**src/rtl/vrom_arbiter.sv**
```systemverilog
// vrom_arbiter: shares one synchronous video ROM between NUM_REQ read requesters.
// Requester 0 always wins. Requesters 1..NUM_REQ-1 share the ROM round-robin and
// may lock it for a burst of up to MAX_BURST consecutive grants. Each grant
// returns its ROM data one cycle later, tagged with the requester id.
//
//   state   | meaning
//   --------+--------------------------------------------------------------
//   S_IDLE  | no burst held; every cycle is arbitrated normally
//   S_BURST | owner holds the ROM while req/lock stay high and cnt < MAX_BURST
module vrom_arbiter #(
    parameter  int NUM_REQ       = 4,
    parameter  int ADDRESS_WIDTH = 8,
    parameter  int DATA_WIDTH    = 8,
    parameter  int MAX_BURST     = 8,
    localparam int ID_W          = $clog2(NUM_REQ),
    localparam int CNT_W         = $clog2(MAX_BURST + 1)
) (
    input  logic                               clk,
    input  logic                               resetn,
    input  logic [NUM_REQ-1:0]                 req,
    input  logic [NUM_REQ-1:0]                 req_lock,
    input  logic [NUM_REQ*ADDRESS_WIDTH-1:0]   req_addr,
    output logic [NUM_REQ-1:0]                 gnt,
    output logic [ADDRESS_WIDTH-1:0]           rom_addr,
    input  logic [DATA_WIDTH-1:0]              rom_data,
    output logic                               rd_valid,
    output logic [ID_W-1:0]                    rd_id,
    output logic [DATA_WIDTH-1:0]              rd_data
);

    typedef enum logic {
        S_IDLE,
        S_BURST
    } state_t;

    state_t           state, nxt_state;
    logic [ID_W-1:0]  owner, nxt_owner;
    logic [CNT_W-1:0] cnt, nxt_cnt;
    logic [ID_W-1:0]  ptr, nxt_ptr;

    logic             rr_found;
    logic [ID_W-1:0]  rr_win;
    logic             win_found;
    logic [ID_W-1:0]  win_id;

    // Round-robin search over 1..NUM_REQ-1, starting at ptr and wrapping to 1.
    always_comb begin
        logic [ID_W-1:0] idx;
        rr_found = 1'b0;
        rr_win   = '0;
        idx      = ptr;
        for (int j = 0; j < NUM_REQ - 1; j++) begin
            if (!rr_found && req[idx]) begin
                rr_found = 1'b1;
                rr_win   = idx;
            end
            idx = (idx == ID_W'(NUM_REQ - 1)) ? ID_W'(1) : idx + 1'b1;
        end
    end

    // Winner selection and next-state: req0 preempts, then burst hold, then round-robin.
    always_comb begin
        win_found = 1'b0;
        win_id    = '0;
        nxt_state = state;
        nxt_owner = owner;
        nxt_cnt   = cnt;
        nxt_ptr   = ptr;
        if (req[0]) begin
            win_found = 1'b1;
            win_id    = '0;
            nxt_state = S_IDLE;
            nxt_cnt   = '0;
        end else if (state == S_BURST && req[owner] && req_lock[owner] &&
                     cnt < CNT_W'(MAX_BURST)) begin
            win_found = 1'b1;
            win_id    = owner;
            nxt_cnt   = cnt + 1'b1;
        end else if (rr_found) begin
            win_found = 1'b1;
            win_id    = rr_win;
            // Moving past the winner makes it lowest priority next time round.
            nxt_ptr   = (rr_win == ID_W'(NUM_REQ - 1)) ? ID_W'(1) : rr_win + 1'b1;
            if (req_lock[rr_win]) begin
                nxt_state = S_BURST;
                nxt_owner = rr_win;
                nxt_cnt   = CNT_W'(1);
            end else begin
                nxt_state = S_IDLE;
                nxt_cnt   = '0;
            end
        end else begin
            nxt_state = S_IDLE;
            nxt_cnt   = '0;
        end
    end

    // Grant and ROM address are forced to zero while reset is asserted.
    always_comb begin
        gnt      = '0;
        rom_addr = '0;
        if (resetn && win_found) begin
            gnt[win_id] = 1'b1;
            rom_addr    = req_addr[win_id*ADDRESS_WIDTH +: ADDRESS_WIDTH];
        end
    end

    assign rd_data = rom_data;

    // Arbiter state plus the read-return tag, captured on the same edge as the ROM address.
    always_ff @(posedge clk or negedge resetn) begin
        if (!resetn) begin
            state    <= S_IDLE;
            owner    <= '0;
            cnt      <= '0;
            ptr      <= ID_W'(1);
            rd_valid <= 1'b0;
            rd_id    <= '0;
        end else begin
            state    <= nxt_state;
            owner    <= nxt_owner;
            cnt      <= nxt_cnt;
            ptr      <= nxt_ptr;
            rd_valid <= win_found;
            rd_id    <= win_id;
        end
    end

endmodule
```
**config.mk**
```make
export PLATFORM = sky130hd
export DESIGN_NAME = vrom_arbiter
export DESIGN_NICKNAME = d
export VERILOG_FILES = /design/src/rtl/vrom_arbiter.sv
export SDC_FILE = /design/constraint.sdc
export NUM_CORES = 1
export LEC_CHECK = 0
export BUFFER_PORTS_ARGS = -buffer_cell sky130_fd_sc_hd__buf_2
export CAP_MARGIN = 20
export CORE_ASPECT_RATIO = 1.1
export CORE_MARGIN = 3
export CORE_UTILIZATION = 45
export CTS_CLUSTER_SIZE = 12
export DETAILED_ROUTE_END_ITERATION = 8
export HOLD_SLACK_MARGIN = 0.12
export PLACE_DENSITY = 0.77
export SLEW_MARGIN = 10
export SYNTH_ARGS = -nofsm -noshare
export SYNTH_HDL_FRONTEND = slang
export SYNTH_SLANG_ARGS = --single-unit
```
**constraint.sdc**
```tcl
create_clock -name clk -period 4.1 [get_ports clk]
set_input_delay 0.615 -clock clk [delete_from_list [all_inputs] [get_ports clk]]
set_output_delay 0.615 -clock clk [all_outputs]
set_load 0.05 [all_outputs]
```
-- After elaboration in Yosys (flattened, before gate mapping)
Cells that the tools add are included.
- add/subtract/negate cells: 4
- order comparisons: 8
- eq/ne operators: 4
- shifts and indexed selects: 1
- mux-type cells: 39
- bitwise operators: 2
- reductions and logical operators: 11
- operators by type and width (kind ; number):
    variable part select 32 x 6 -> 8 bit ; 1
    < comparator 2 x 3 -> 1 bit (second input constant) ; 6
    two-way mux 1 bit ; 18
    two-way mux 2 bit ; 9
    two-way mux 4 bit ; 4
    binary-select mux 1 bit (select 2 bit) ; 6
    two-way mux 8 bit ; 1
    logical AND 1 bit ; 7
    adder 2 x 1 -> 2 bit (second input constant) ; 3
    equality test 2 bit (second input constant) ; 3
    adder 4 x 1 -> 4 bit (second input constant) ; 1
    < comparator 4 bit (second input constant) ; 1
    AND reduction 4 bit ; 1
    AND reduction 3 bit ; 1
    demux 1 bit (select 2 bit) ; 1
    >= comparator 2 x 1 -> 1 bit (second input constant) ; 1
    logical NOT 1 bit ; 2
    inequality test 2 bit (second input constant) ; 1
    NOT 1 bit ; 2
- register bits: 12
- input bits: 50
- output and inout bits: 23
- logic and storage cells: 75

-- Logic depth before layout (Yosys ltp)
Gate-level depths: netlist of run 1.
- depth in word-level cells: 17
- mapped depth: 11
- gate-level depth less buffers: 9

-- Worst setup path after synthesis of run 1
Ideal clock, no wire load.
- kind: reg-to-output
- start point: register ptr[0]
- end point: output rom_addr[0]
- arrival: 3.141 ns
- slack: 0.344 ns
- cell stages (with the launch flop): 10
- path buffers: 1
- cells stage by stage: dfstp_2 -> inv_1 -> ha_1 -> buf_6 -> mux4_2 -> or3_4 -> o211a_1 -> nand2_1 -> o211ai_2 -> o2111ai_1
- longest elaborated chain between the ends: 14
- elaborated cells on any way between the ends: 31
- those cells by class: add/sub (2); eq/ne (2); shift (1); mux (21); reduce/logical (5)
- RTL lines (what ; line ; text):
    start, declared ; 39 ; logic [ID_W-1:0] ptr, nxt_ptr;
    start signal, assigned ; 123 ; ptr <= nxt_ptr;
    branches (longest 13 deep; another with adder 2 x 1 -> 2 bit) ; - ;
    two-way mux 8 bit * ; 102 ; if (resetn && win_found) begin
    end, declared ; 24 ; output logic [ADDRESS_WIDTH-1:0] rom_addr,
Every way passes the cells marked *. The select of a mux whose other input is x is not followed.

-- Final worst setup path of run 1
- start point: register ptr[0]
- end point: output rom_addr[6]
Same word-level chain as after synthesis.

==> impl_metrics.yaml, run 1 <==
routing:
  wl_per_cell_um: 14.96
  antenna_left: 0
  drt-total-wl_um: 3545
  drt_pass1_iterations: 4
  first_iter_violations: 69
  num_vias: 1345
  viasPerCell: 5.675
  drc: 0
logic_synthesis:
  synth_edf_count: 0
  postSynthAreaPerCell_um2: 8.719
  netlist_instances: 159
  synth-seq-area-share_pct: 21.75
  synth_warnings: 0
  yosys_most_used_dff: "dfrtp_1"
  netlist-cell-type-count: 44
  netlist.area_leader.share_pct: 19.86
  syn-num-nets: 213
  async_flop_share_pct: 100.0
  synth_top_area_cell: "dfrtp_1"
  synth_area_leaders: "dfrtp_1 (20%), o211ai_2 (9.0%), mux4_2 (8.1%), inv_1 (5.1%), o2111ai_1 (5.1%)"
  syn_area_um2: 1386
  synth_seq_cells: 12
setup_path:
  reg2reg_slack_ns: 1.22
  cp_max_fo: 7
  critPathKind: "flop to output port"
  cp-end-kind: "output port"
  worstPathArrival_ns: 3.32
  cp.required_ns: 3.48
  cp-start-kind: "flop"
power_and_ir_drop:
  internal-power_mw: 0.5256
  p_leak_nw: 0.8492
  power_density_nw_per_um2: 699.2
  combPwrFrac_pct: 73.9
  power_frac_seq_pct: 18.0
  p_switching_mw: 0.6415
  clock_power_share_pct: 8.1
  switching_share_pct: 54.97
  power.total_mw: 1.167
  ir_drop_mv: 0.4119
cells_and_area:
  syn_to_final_growth_pct: 20.40
  layout-drive-gt1-share_pct: 44.12
  final_cells: 237
  layout_commonest_cell: "buf_2"
  final_cell_mix: "buf_2 (56), inv_1 (19), nand2_1 (16), dfrtp_1 (11), o211ai_2 (10)"
  nNetsFinal: 259
  fillers: 266
  diodes: 0
floorplan:
  die_h_um: 64.22
  fp.dieW_um: 58.92
  io-pin-count: 73
  rows: 20
  dieArea_um2: 3784
  core_area_um2: 2853
  initial_utilization_pct: 48.60
timing:
  finClkSkew_ns: 0.002963
  final-hold-violation-count: 0
  finalCriticalPeriod_ns: 3.935
  grt_setup_unrepaired: "no"
  setup_viol: 0
  max_freq_mhz: 254.1
  postLayoutSetupSlackWorst_ns: 0.1648
  worst_pin_slew_ns: 0.6072
  fin_tns_setup_ns: 0
  period_share_pct: 95.98
  max-slew-margin-rel_pct: 59.25
  final_max_slew_viol_count: 0
clock_tree:
  tritoncts: "yes"
  clk-insertion-delay-late_ns: 0.27
  cts_hold_buf: 0
  cts-htree-levels: 1
  cts_num_sinks: 12
  clock_path_buffers: 2
  cts_buffers: 3
  clkSlewWorstSetupHoldPaths_ns: 0.08
  clock-root-buffer: "clkbuf_4"
place:
  dp_cells: 231
  io_buffer_count: 56
  gp_congestion: 0.9090
  place_ws_ns: 0.3429
  dp_hpwl_um: 2688
min_path:
  holdCritPathClass: "input pin to asynchronous set/reset pin"
grt:
  grt_pass1_wl_um: 5554
  grt_max_degree: 16
  grt-ovfl-total: 0
  grt_pass1_vias: 1186
  grt_usage_pct: 18.25
  antenna_found_initial: 0
job:
  drv_cap: 0
status:
  status: "finished, final reports clean"
-- layout make-up --
cell class | instances | area (µm²) | share of cell area [%]
repair buffers | 57 | 287.8 | 17.24
clock buffers | 4 | 36.28 | 2.174
well taps | 33 | 41.29 | 2.474
flip-flops and latches | 12 | 301.5 | 18.07
multi-input cells | 112 | 930.9 | 55.77
inverters | 19 | 71.32 | 4.273
-- synth_stat cells, drive strengths merged, types with 2 or more instances --
library cell / count
nand4: 8
clkbuf: 3
o21ai: 5
buf: 14
nand2: 16
o211a: 2
nor2: 4
and2: 5
nor3: 2
ha: 4
a21o: 3
mux2i: 2
nand3: 2
a211oi: 3
mux4: 5
and3: 4
o211ai: 10
or2: 3
dfrtp: 11
o2111ai: 8
inv: 19
a21oi: 6
mux2: 5
-- cell families after synthesis --
family	Yosys count	share of synthesized area, %
adders and majority gates	4	3.610
and+or+nand+nor	51	19.95
xor gates and xnor gates	1	0.6319
AOI/OAI and AO/OA	43	27.08
muxes	12	13.63
buffers and inverters	36	13.36
DFF	12	21.75
-- per-stage QoR --
step	cell area (µm²)	hold WS [ns]	utilization, %
2_1_floorplan	1386	0.3194	-
3_3_place_gp	1594	0.5216	55.88
3_5_place_dp	1594	0.5242	55.88
4_1_cts	1630	0.2279	57.15
5_1_grt	1669	0.2414	58.51
6_report	1669	0.2405	58.51
-- what timing repair did --
item | 4_1_cts | 5_1_grt
buffers inserted | 0 | 1
resized for setup | 0 | 5
setup endpoints to repair | 0 | 9
-- critical path: stages, from the launching register on --
cell and delay, ns:
dfstp_2 0.59, inv_1 0.06, ha_2 0.39, mux4_2 0.53, or3_4 0.41, a311oi_4 0.31, and3b_2 0.32, o211ai_2 0.09
o2111ai_1 0.12, buf_2 0.23
-- power groups by stage --
stage	sequential, mW	combinational, mW	clock (mW)
2_1_floorplan	0.232	0.692	0
3_3_place_gp	0.210	0.824	0
3_5_place_dp	0.210	0.840	0
4_1_cts	0.208	0.842	0.0981
5_1_grt	0.217	0.938	0.102
6_report	0.210	0.863	0.0942
-- path summary, 6_finish.rpt --
path	endpoint	cells after the start	start
max in group asynchronous	ptr[0]	1	resetn
worst max-delay path	rom_addr[6]	9	ptr[0]
worst min register to register	ptr[0]	2	ptr[0]
min in group clk	ptr[0]	2	ptr[0]
worst min-delay path	state	1	resetn
worst max register to register	owner[0]	7	ptr[0]
-- registers in the layout, summed over array words and instances, names as in the netlist --
register and count:
rd_id 2, owner 2, cnt 4, rd_valid 1, state 1, ptr 2
-- metal layers --
layer	up-vias	GRT usage (%)	routed length, µm
met3	4	5.051	333
li1	675	-	-
met1	607	24.41	1506
met5	-	0	0
met2	59	29.70	1681
met4	0	2.550	23
No activity file was read; power rests on OpenSTA's default activity.
==> run 2: changes to the inputs <==
==> constraint.sdc (replaced) <==
create_clock -name clk -period 4.1 [get_ports clk]
set_input_delay 0.615 -clock clk [delete_from_list [all_inputs] [get_ports clk]]
set_output_delay 0.615 -clock clk [all_outputs]
set_load 0.01 [all_outputs]
==> impl_metrics.yaml, run 2 (same netlist as run 1, synthesis figures left out) <==
cells_and_area:
  multi_input_area_um2: 905.9
  final_cell_mix: "buf_2 (56), inv_1 (19), nand2_1 (16), dfrtp_1 (11), o211ai_2 (10)"
  diodes: 0
  syn_to_final_growth_pct: 18.05
  seqCellArea_um2: 301.5
  layout_commonest_cell: "buf_2"
  fillers: 277
  final_cells: 235
  layout-drive-gt1-share_pct: 44.06
  largest_register: "cnt"
  nNetsFinal: 257
  largest_reg_flops: 4
timing:
  holdWs_ns: 0.2240
  final-hold-violation-count: 0
  worst_pin_slew_ns: 0.5909
  postLayoutSetupSlackWorst_ns: 0.1813
  setup_viol: 0
  max_freq_mhz: 255.2
  max-slew-margin-rel_pct: 60.34
  final_max_slew_viol_count: 0
  finClkSkew_ns: 0.007591
  finalCriticalPeriod_ns: 3.919
  period_share_pct: 95.58
floorplan:
  fp.dieW_um: 58.92
  core_area_um2: 2853
  rows: 20
  dieArea_um2: 3784
  initial_utilization_pct: 48.60
  io-pin-count: 73
  die_h_um: 64.22
setup_path:
  cp_max_fo: 9
  cp-start-kind: "flop"
  critical-path-max-stage-delay_ns: 0.59
  r2r-end: "owner[0]"
  cp-end-kind: "output port"
  path_cells: "inv_1 > ha_2 > mux4_2 > or3_4 > a311oi_2 > and3b_2 > o211ai_2 > o2111ai_1 > buf_2"
  reg2reg_depth: 9
  worstPathArrival_ns: 3.30
  timing.rr.start: "ptr[0]"
  slowest_stage: "dfstp_2"
  cp.required_ns: 3.48
  critPathKind: "flop to output port"
  reg2reg_slack_ns: 1.25
grt:
  antenna_found_initial: 0
  grt_max_degree: 16
  grt_usage_pct: 18.80
  grt_pass1_wl_um: 5692
  grt_pass1_vias: 1226
  grt-ovfl-total: 0
routing:
  drt_pass1_iterations: 4
  num_vias: 1346
  drc: 0
  viasPerCell: 5.728
  antenna_left: 0
  first_iter_violations: 54
  wl_per_cell_um: 14.60
  drt-total-wl_um: 3431
min_path:
  holdCritPathClass: "input pin to asynchronous set/reset pin"
clock_tree:
  post_cts_resized: 0
  clock-root-buffer: "clkbuf_4"
  tritoncts: "yes"
  clock_path_buffers: 2
  cts_hold_buf: 0
  cts-htree-levels: 1
  clk-insertion-delay-late_ns: 0.28
  clkSlewWorstSetupHoldPaths_ns: 0.08
  post_cts_buffers: 0
  cts_num_sinks: 12
  cts_buffers: 3
place:
  gp_congestion: 0.9151
  dp_cells: 231
  dp_hpwl_um: 2696
  io_buffer_count: 56
  place_ws_ns: 0.4098
power_and_ir_drop:
  ir_drop_mv: 0.3700
  power.total_mw: 0.9977
  power_density_nw_per_um2: 609.7
  p_leak_nw: 0.8342
status:
  status: "finished, final reports clean"
job:
  drv_cap: 0
[run 2: changes by cell type in the layout (fill, tap and decap cells not counted)]
| cell | before | now |
|---|---|---|
| nor2b_2 | 0 | 1 |
| buf_4 | 1 | 0 |
| nor2b_4 | 1 | 0 |
| a311oi_2 | 0 | 1 |
| a311oi_4 | 1 | 0 |
| and3b_1 | 1 | 0 |
[run 2: worst max-delay path, delay by kind of cell (launching register included)]
kind                     cells  cell delay, ns
AND/OR/NAND/NOR              2            0.75
flip-flops                   1            0.59
AO/OA/AOI/OAI                3            0.56
multiplexers                 1            0.52
adder cells (fa/ha/maj)      1            0.39
buffers and inverters        2            0.21
[run 2: worst max path at each step]
stage	cells past startpoint	to	slack, ns	startpoint
after floorplan	10	rom_addr[6]	0.72	ptr[0]
after global placement	9	rom_addr[0]	0.47	ptr[0]
after detailed placement	9	rom_addr[7]	0.41	ptr[0]
after CTS	9	rom_addr[6]	0.11	ptr[0]
after global routing	9	rom_addr[6]	-0.01	ptr[0]
final	9	rom_addr[6]	0.18	ptr[0]
[run 2: metal layers]
layer  global-route usage (%)  routed length (µm)  vias to the layer above
li1                         -                   -                      669
met4                    3.116                  22                        0
met1                    24.32                1407                      606
met3                    5.657                 397                        7
met5                        0                   0                        -
met2                    30.94                1603                       64
[run 2: power by group]
| group | total [mW] | internal (mW) | switching, mW |
|---|---|---|---|
| logic | 0.694 | 0.302 | 0.392 |
| clock network | 0.0938 | 0.0540 | 0.0398 |
| registers | 0.210 | 0.162 | 0.0480 |
[run 2: area by class of cell]
class / count / share of cell area [%]
multi-input combinational: 111 / 55.35
inverter: 19 / 4.358
clock buffer: 4 / 2.217
sequential: 12 / 18.43
tap: 33 / 2.523
timing repair buffer: 56 / 17.13
[run 2: stage by stage]
| step | area, µm² | TNS, ns | utilization [%] |
|---|---|---|---|
| after floorplan | 1386 | 0 | - |
| after global placement | 1594 | 0 | 55.88 |
| after detailed placement | 1594 | 0 | 55.88 |
| after CTS | 1630 | 0 | 57.15 |
| after global routing | 1637 | -0.01439 | 57.37 |
| final | 1637 | 0 | 57.37 |
